`config.mk`:
```
export PLATFORM = sky130hd
export DESIGN_NAME = mul_sequencer_flat
export DESIGN_NICKNAME = d
export VERILOG_FILES = /design/src/rtl/mul_pkg.sv /design/src/rtl/mul_if.sv /design/src/rtl/mul_hilo_regs.sv /design/src/rtl/mul_sequencer.sv /design/src/flat_wrapper.sv
export SDC_FILE = /design/constraint.sdc
export NUM_CORES = 1
export LEC_CHECK = 0
export ABC_AREA = 1
export BUFFER_PORTS_ARGS = -buffer_cell sky130_fd_sc_hd__buf_4
export CAP_MARGIN = 25
export CORE_ASPECT_RATIO = 1.4
export CORE_MARGIN = 3
export CORE_UTILIZATION = 44
export CTS_BUF_LIST = sky130_fd_sc_hd__clkbuf_8 sky130_fd_sc_hd__clkbuf_16
export DETAILED_ROUTE_END_ITERATION = 10
export PLACE_DENSITY = 0.77
export SYNTH_ARGS = -nofsm -noshare
export SYNTH_HDL_FRONTEND = slang
export SYNTH_SLANG_ARGS = --single-unit
```
`constraint.sdc`:
```
create_clock -name clk -period 1.3 [get_ports clk]
set_input_delay 0.26 -clock clk [delete_from_list [all_inputs] [get_ports clk]]
set_output_delay 0.26 -clock clk [all_outputs]
set_load 0.005 [all_outputs]
```
`src/rtl/mul_pkg.sv`:
```
// rtl/mul_pkg.sv - Function codes, FSM states and width default for the multiply sequencer.

package mul_pkg;

  localparam int WIDTH_DEFAULT = 32;

  localparam logic [5:0] MULTU = 6'b011001;
  localparam logic [5:0] MULT  = 6'b011000;
  localparam logic [5:0] MFHI  = 6'b010000;
  localparam logic [5:0] MFLO  = 6'b010010;

  typedef enum logic [1:0] {
    IDLE  = 2'd0,
    LOAD  = 2'd1,
    RUN   = 2'd2,
    STORE = 2'd3
  } state_t;

endpackage

```
`src/rtl/mul_if.sv`:
```
// rtl/mul_if.sv - Control/operand bus between the sequencer and the shift-add multiplier datapath.

interface mul_if #(
  parameter int WIDTH = 32
);

  logic               mul_load;
  logic               mul_step;
  logic [WIDTH-1:0]   mul_a;
  logic [WIDTH-1:0]   mul_b;
  logic [2*WIDTH-1:0] mul_product;

  modport master (
    output mul_load,
    output mul_step,
    output mul_a,
    output mul_b,
    input  mul_product
  );

  modport slave (
    input  mul_load,
    input  mul_step,
    input  mul_a,
    input  mul_b,
    output mul_product
  );

endinterface

```
`src/rtl/mul_hilo_regs.sv`:
```
// rtl/mul_hilo_regs.sv - HI/LO product registers with optional negate on capture, and the dataOut read register.

module mul_hilo_regs #(
  parameter int WIDTH = 32
) (
  input  logic               clk,
  input  logic               reset,
  input  logic               capture,
  input  logic               negate,
  input  logic [2*WIDTH-1:0] product,
  input  logic               rd_en,
  input  logic               rd_hi,
  output logic [WIDTH-1:0]   hi,
  output logic [WIDTH-1:0]   lo,
  output logic [WIDTH-1:0]   data_out
);

  logic [2*WIDTH-1:0] product_fix;

  always_comb begin
    product_fix = negate ? -product : product;
  end

  always_ff @(posedge clk or negedge reset) begin
    if (!reset) begin
      hi       <= '0;
      lo       <= '0;
      data_out <= '0;
    end else begin
      if (capture) begin
        {hi, lo} <= product_fix;
      end
      // reads only happen in IDLE, so hi/lo are never mid-update here
      if (rd_en) begin
        data_out <= rd_hi ? hi : lo;
      end
    end
  end

endmodule

```
`src/rtl/mul_sequencer.sv`:
```
// rtl/mul_sequencer.sv - MULTU/MFHI/MFLO sequencer for an iterative shift-add multiplier; MUL_SIGNED_EN adds signed MULT.

module mul_sequencer
  import mul_pkg::*;
#(
  parameter int WIDTH = WIDTH_DEFAULT,
  parameter int CNT_W = 6
) (
  input  logic             clk,
  input  logic             reset,
  input  logic             start,
  input  logic [5:0]       Signal,
  input  logic [WIDTH-1:0] dataA,
  input  logic [WIDTH-1:0] dataB,
  output logic             busy,
  output logic             done,
  output logic             illegal,
  output logic [WIDTH-1:0] dataOut,
  output logic [WIDTH-1:0] hi,
  output logic [WIDTH-1:0] lo,
  mul_if.master            mul
);

  state_t           state;
  state_t           state_nxt;
  logic [CNT_W-1:0] cnt;
  logic [WIDTH-1:0] op_a;
  logic [WIDTH-1:0] op_b;
  logic             neg_q;
  logic             rd_done_q;
  logic             illegal_q;

  logic             is_mul;
  logic             is_read;
  logic             sign_req;
  logic [WIDTH-1:0] mag_a;
  logic [WIDTH-1:0] mag_b;
  logic             idle_req;
  logic             rd_en;
  logic             store_cycle;

  always_comb begin
    is_read  = (Signal == MFHI) || (Signal == MFLO);
    is_mul   = (Signal == MULTU);
    sign_req = 1'b0;
    mag_a    = dataA;
    mag_b    = dataB;
`ifdef MUL_SIGNED_EN
    // most negative value wraps to itself, which is its correct unsigned magnitude
    if (Signal == MULT) begin
      is_mul   = 1'b1;
      sign_req = dataA[WIDTH-1] ^ dataB[WIDTH-1];
      if (dataA[WIDTH-1]) mag_a = -dataA;
      if (dataB[WIDTH-1]) mag_b = -dataB;
    end
`endif
  end

  always_comb begin
    state_nxt    = state;
    busy         = (state != IDLE);
    idle_req     = (state == IDLE) && start;
    rd_en        = 1'b0;
    store_cycle  = 1'b0;
    mul.mul_load = 1'b0;
    mul.mul_step = 1'b0;
    case (state)
      IDLE: begin
        if (start) begin
          if (is_mul) state_nxt = LOAD;
          rd_en = is_read;
        end
      end
      LOAD: begin
        mul.mul_load = 1'b1;
        state_nxt    = RUN;
      end
      RUN: begin
        mul.mul_step = 1'b1;
        if (cnt == CNT_W'(WIDTH - 1)) state_nxt = STORE;
      end
      STORE: begin
        store_cycle = 1'b1;
        state_nxt   = IDLE;
      end
      default: state_nxt = IDLE;
    endcase
  end

  always_ff @(posedge clk or negedge reset) begin
    if (!reset) begin
      state     <= IDLE;
      cnt       <= '0;
      op_a      <= '0;
      op_b      <= '0;
      neg_q     <= 1'b0;
      rd_done_q <= 1'b0;
      illegal_q <= 1'b0;
    end else begin
      state     <= state_nxt;
      rd_done_q <= rd_en;
      illegal_q <= idle_req && !is_mul && !is_read;
      if (idle_req && is_mul) begin
        op_a  <= mag_a;
        op_b  <= mag_b;
        neg_q <= sign_req;
      end
      if (state == LOAD) begin
        cnt <= '0;
      end else if (state == RUN) begin
        cnt <= cnt + 1'b1;
      end
    end
  end

  assign mul.mul_a = op_a;
  assign mul.mul_b = op_b;
  assign done      = store_cycle | rd_done_q;
  assign illegal   = illegal_q;

  mul_hilo_regs #(
    .WIDTH(WIDTH)
  ) u_hilo (
    .clk      (clk),
    .reset    (reset),
    .capture  (store_cycle),
    .negate   (neg_q),
    .product  (mul.mul_product),
    .rd_en    (rd_en),
    .rd_hi    (Signal == MFHI),
    .hi       (hi),
    .lo       (lo),
    .data_out (dataOut)
  );

endmodule
```
`src/flat_wrapper.sv`:
```
// flat-port wrapper written by rule: the top's interface ports become plain ports
module mul_sequencer_flat import mul_pkg::*;
#(
  parameter int WIDTH = WIDTH_DEFAULT,
  parameter int CNT_W = 6
)
  (clk, reset, start, Signal, dataA, dataB, busy, done, illegal, dataOut, hi, lo, mul_mul_load, mul_mul_step, mul_mul_a, mul_mul_b, mul_mul_product);
  mul_if #(.WIDTH(WIDTH)) mul_i ();
  input  logic clk;
  input  logic reset;
  input  logic start;
  input  logic [5:0] Signal;
  input  logic [WIDTH-1:0] dataA;
  input  logic [WIDTH-1:0] dataB;
  output logic busy;
  output logic done;
  output logic illegal;
  output logic [WIDTH-1:0] dataOut;
  output logic [WIDTH-1:0] hi;
  output logic [WIDTH-1:0] lo;
  output wire logic [$bits(mul_i.mul_load)-1:0] mul_mul_load;
  output wire logic [$bits(mul_i.mul_step)-1:0] mul_mul_step;
  output wire logic [$bits(mul_i.mul_a)-1:0] mul_mul_a;
  output wire logic [$bits(mul_i.mul_b)-1:0] mul_mul_b;
  input wire logic [$bits(mul_i.mul_product)-1:0] mul_mul_product;
  assign mul_mul_load = mul_i.mul_load;
  assign mul_mul_step = mul_i.mul_step;
  assign mul_mul_a = mul_i.mul_a;
  assign mul_mul_b = mul_i.mul_b;
  assign mul_i.mul_product = mul_mul_product;
  mul_sequencer #(.WIDTH(WIDTH), .CNT_W(CNT_W)) u_core (.clk(clk), .reset(reset), .start(start), .Signal(Signal), .dataA(dataA), .dataB(dataB), .busy(busy), .done(done), .illegal(illegal), .dataOut(dataOut), .hi(hi), .lo(lo), .mul(mul_i));
endmodule
```
# After elaboration in Yosys (flattened, before gate mapping)
# Index checks and enable logic that the tools add are counted.
totals:
  output_inout_bits: 165
  wordCells: 44
  regBits: 170
classes:
  reduce_logical: 11
  eq_ne: 10
  addsub: 1
  n_mux: 12
  n_bitwise: 1
op_table:
  columns: ["op", "n"]
  rows:
  - ["$mux 32", 1]
  - ["$eq 6x5->1 const B", 4]
  - ["$mux 6", 2]
  - ["$pmux 2 s4", 1]
  - ["$add 6x1->6 const B", 1]
  - ["$mux 2", 3]
  - ["$mux 1", 5]
  - ["$eq 2x2->1 const B", 2]
  - ["$logic_and 1x1->1", 4]
  - ["$ne 2x1->1 const B", 2]
  - ["$reduce_bool 2->1", 2]
  - ["$reduce_and 3->1", 1]
  - ["$eq 2x1->1 const B", 1]
  - ["$logic_not 1->1", 2]
  - ["$logic_not 2->1", 1]
  - ["$ne 2x2->1 const B", 1]
  - ["$logic_or 1x1->1", 1]
  - ["$or 1x1->1", 1]

# Longest topological paths before layout
logic_depth:
  ltp_word: 4
  mapped_depth: 9

# By module
# A second synthesis with hierarchy kept.
unflattened:
  hier_cells: 1271
  area_unflattened_um2: 9457.8
by_module_without_submodules:
  columns: ["mod", "seq_area_each_um2", "instances", "area_each_um2", "cells_per_inst"]
  rows:
  - ["mul_hilo_regs", 2402.3, 1, 6042.0, 921]
  - ["mul_sequencer", 1851.8, 1, 3415.8, 350]

# Least setup slack after synthesis
# No wires, ideal clock.
synth_path:
  kind: "register to output"
  from: "register u_core.state[0]"
  to: "output port done"
  arrival_time_ns: 1.209
  path_slack_ns: -0.169
  n_path_buf: 2
  path_stages_with_launch: 5
  path_cell_list: "dfrtp_1 ha_1 buf_2 buf_2 or2_2"
synth_via:
  elab_chain_len: 3
synth_rtl:
  columns: ["item", "line_no", "source"]
  rows:
  - ["start, declared", "mul_sequencer.sv:24", "state_t state;"]
  - ["start signal, assigned", "mul_sequencer.sv:100", "state <= state_nxt;"]
  - ["$eq 2x2->1", "mul_sequencer.sv:67", "case (state)"]
  - ["$mux 1", "mul_sequencer.sv:67", null]
  - ["$or 1x1->1", "mul_sequencer.sv:118", "assign done = store_cycle | rd_done_q;"]
  - ["end, declared", "flat_wrapper.sv:16", "output logic done;"]
# No other way between the ends.

# Worst setup path in the final report
layout_path:
  from: "register u_core.state[1]"
  to: "register u_core.u_hilo.hi[29]"
layout_via:
  elab_chain_len: 2
layout_rtl:
  columns: ["item", "line_no", "source"]
  rows:
  - ["$eq 2x2->1", "mul_sequencer.sv:67", null]
  - ["$mux 1", "mul_sequencer.sv:67", null]
  - ["end signal, assigned", "mul_hilo_regs.sv:31", "{hi, lo} <= product_fix;"]
  - ["end, declared", "mul_hilo_regs.sv:13", "output logic [WIDTH-1:0] hi,"]
# No other way between the ends.
# A chain may end at the register's enable or synchronous reset.

==> run metrics <==
Layout area overhead 82.08%; die area 0.01843 mm^2; xor/xnor share of the synthesized area 0; Final ANT Viol Nets 0; Final WS setup -0.4618 ns; setup violators final 170; CP Class reg -> reg; LEAKAGE 0.007206 uW; Slew Limit Fails 0; Layout Cells excl Fill 1,439; HP Class in -> reg; main combinational cell family by area after synthesis simple AND/OR/NAND/NOR gates; Syn Inst Count 834; Compound-Gate Fraction of Synth Area 0.1217; DRC 0; Initial Util 0.4537; crit-path cells buf_4 -> ha_4 -> buf_6 -> buf_6 -> buf_12 -> buf_16 -> buf_12 -> buf_12 -> nand2_2 -> o21ai_2; via/cell ratio 5.203; vias in the first global route 7,755; Critical Path RT 1.60 ns; Mapped Area 0.007400 mm^2; Antenna Cells 0; FMAX 567.6 MHz; top post-synthesis cells by area dfrtp_1 (57%), nand2_1 (14%), inv_1 (7.4%); Die X 115.6 um; num rows 55; TritonCTS clock tree built; crit path launch type register; Clk Latency, worst-skew pair 0.42 ns; H-tree depth 4; syn nets 977; Netlist cell types 23; met2 Track Usage GR 0.5132; WL final 29.51 mm; TritonCTS Buffers 17; layout cells sized above 1 0.6145; CP peak stage delay 0.40 ns; register bit total from synthesis 170; syn avg cell area 8.872 um^2; Max VDD drop 0.9972 mV; vias 7,487; Clock transition at path regs 0.07 ns; met3 usage 0.06692; Fillers 879; GR Util met1 0.3150; mux cell area share after synthesis 0; post-DP HPWL 15.80 mm; Least-Margin Pin Slew 0.4027 ns; RSZ-0062 raised after global routing true; Die Ht 159.4 um; dpl cells 1,340; Clock Tree Buf Depth 2; setup TNS -54.89 ns; Routed WL per cell 20.51 um; first-pass GRT wire length 41.14 mm; run status finished, violations left; kind of end point of the critical path register; GPL Wtd Cong 0.8230; crit path max fanout 8; core region area 0.01631 mm^2; initial antenna violation count 0; GRT Residual Overflow 0; YS warnings 0; # IOs 302; Port Buffer Count 301; max-cap violations 0; share of the synthesized area in the top cell type 0.5749; Final Cycle Share 1.355; GR Util All Layers 0.2864; final setup skew 0.01404 ns; pwr dens 1974 mW/mm^2; Simple-Gate Fraction of Synth Area 0.1823; sequential fraction of the synthesis area 0.5749; final net count 1,370; Synth area leader dfrtp_1; Hold Vio Cnt, Final 0; CP arrival 2.06 ns; TritonRoute pass-1 iters 5; DRT iter0 DRCs 496; min cycle time layout 1.762 ns; clock sinks 170; Most Crowded Layer GR met2; most frequent CP cell buf_12; relative slew slack 0.7316; largest net degree at the start of global routing 34; Critical-path top delay cell dfrtp_1; failing checks setup timing; Synth Area in Adders 0.01015; root buf cell clkbuf_16
cell usage in the layout, fill, tap and decap left out, types with 2 or more instances in the layout:
cell	count
clkinv_4	5
a21oi_1	3
nand4_1	2
o21ai_4	4
buf_8	10
inv_2	3
ha_1	2
buf_12	30
bufinv_16	3
buf_16	20
o21ai_1	25
ha_4	4
buf_4	316
nor2_4	2
nand3_1	36
dfrtp_2	5
nand3_2	6
nor2_1	8
nand2_1	93
nand2_2	77
clkbuf_16	22
inv_1	141
o21ai_2	101
dfrtp_1	165
buf_6	33
inv_4	2
or2_4	3
nand2_4	103
inv_6	5
nor2_2	3
worst paths after layout:
path	startpoint	end	slack, ns	cells past startpoint
setup / recovery	u_core.state[1]	u_core.u_hilo.hi[29]	-0.46	10
hold / removal	mul_mul_product[5]	u_core.u_hilo.lo[5]	0.05	3
setup reg to reg	u_core.state[1]	u_core.u_hilo.hi[29]	-0.46	10
hold reg to reg	u_core.u_hilo.data_out[20]	u_core.u_hilo.data_out[20]	0.49	2
max in group asynchronous	reset	u_core.mul.mul_b[25]	0.41	3
min in group asynchronous	reset	u_core.u_hilo.lo[6]	0.32	2
layer usage:
layer  vias to the layer above  routed length [um]
met4                         0                1548
li1                       3346                   -
met3                       113                2219
met1                      3622                9846
met2                       406               15900
met5                         -                   0
power breakdown:
part | switching [uW] | total, uW | internal (uW)
clock network | 2300 | 5440 | 3140
logic | 5870 | 12700 | 6880
registers | 1390 | 8410 | 7020
total | 9560 | 26600 | 17000
repair_timing:
item,CTS,global route
hold endpoints to repair,24,0
pin swaps,43,30
endpoints found under the setup margin,144,174
buffers inserted,31,14
resized for setup,300,229
hold buffers,1,0
cloned,30,7
registers in the layout, indices dropped and copies added (netlist names):
signal	cells
u_core.illegal	1
u_core.rd_done_q	1
u_core.state	2
u_core.u_hilo.lo	32
u_core.u_hilo.data_out	32
u_core.cnt	6
u_core.mul.mul_a	32
u_core.u_hilo.hi	32
u_core.mul.mul_b	32
cells in the mapped netlist (all sizes together):
cell type / instances
a21oi: 4
inv: 146
nand4: 2
and3: 1
nand2: 273
dfrtp: 170
nor3: 2
ha: 6
o21ai: 131
buf: 28
nor2: 13
or2: 3
clkbuf: 13
nand3: 42
worst max-delay path, delay by kind of cell, from the launching register on:
kind | cells | cell delay (ns)
adders and majority gates | 1 | 0.17
buffers and inverters | 7 | 0.95
and+or+nand+nor | 1 | 0.07
AOI/OAI and AO/OA | 1 | 0.06
DFF | 1 | 0.40
cells by family after synthesis:
| group | count (synthesis) |
|---|---|
| flops | 170 |
| compound gates | 135 |
| simple gates | 336 |
| fa+ha+maj | 6 |
| buf+inv | 187 |
stage by stage:
step,utilization,setup WS [ns],hold slack (ns),power [uW],area [um^2]
3_3_place_gp,0.6248,-0.1038,0.1853,15530,10190
5_1_grt,0.8261,-0.5058,0.03506,27850,13470
3_5_place_dp,0.6248,-0.1527,0.1889,15750,10190
4_1_cts,0.7771,-0.4402,0.04190,24150,12670
6_report,0.8261,-0.4618,0.04846,26590,13470
2_1_floorplan,-,-0.06554,-0.03559,11320,7446
cell type report:
type,instances,area (um^2),share of cell area
inverter,146,558.0,0.04142
clock inverter,14,183.9,0.01365
sequential,170,4260,0.3162
tap,199,249.0,0.01848
multi-input combinational,477,3602,0.2674
clock buffer,18,439.2,0.03260
timing repair buffer,415,4180,0.3103
Power figures use the tool's default switching activity.
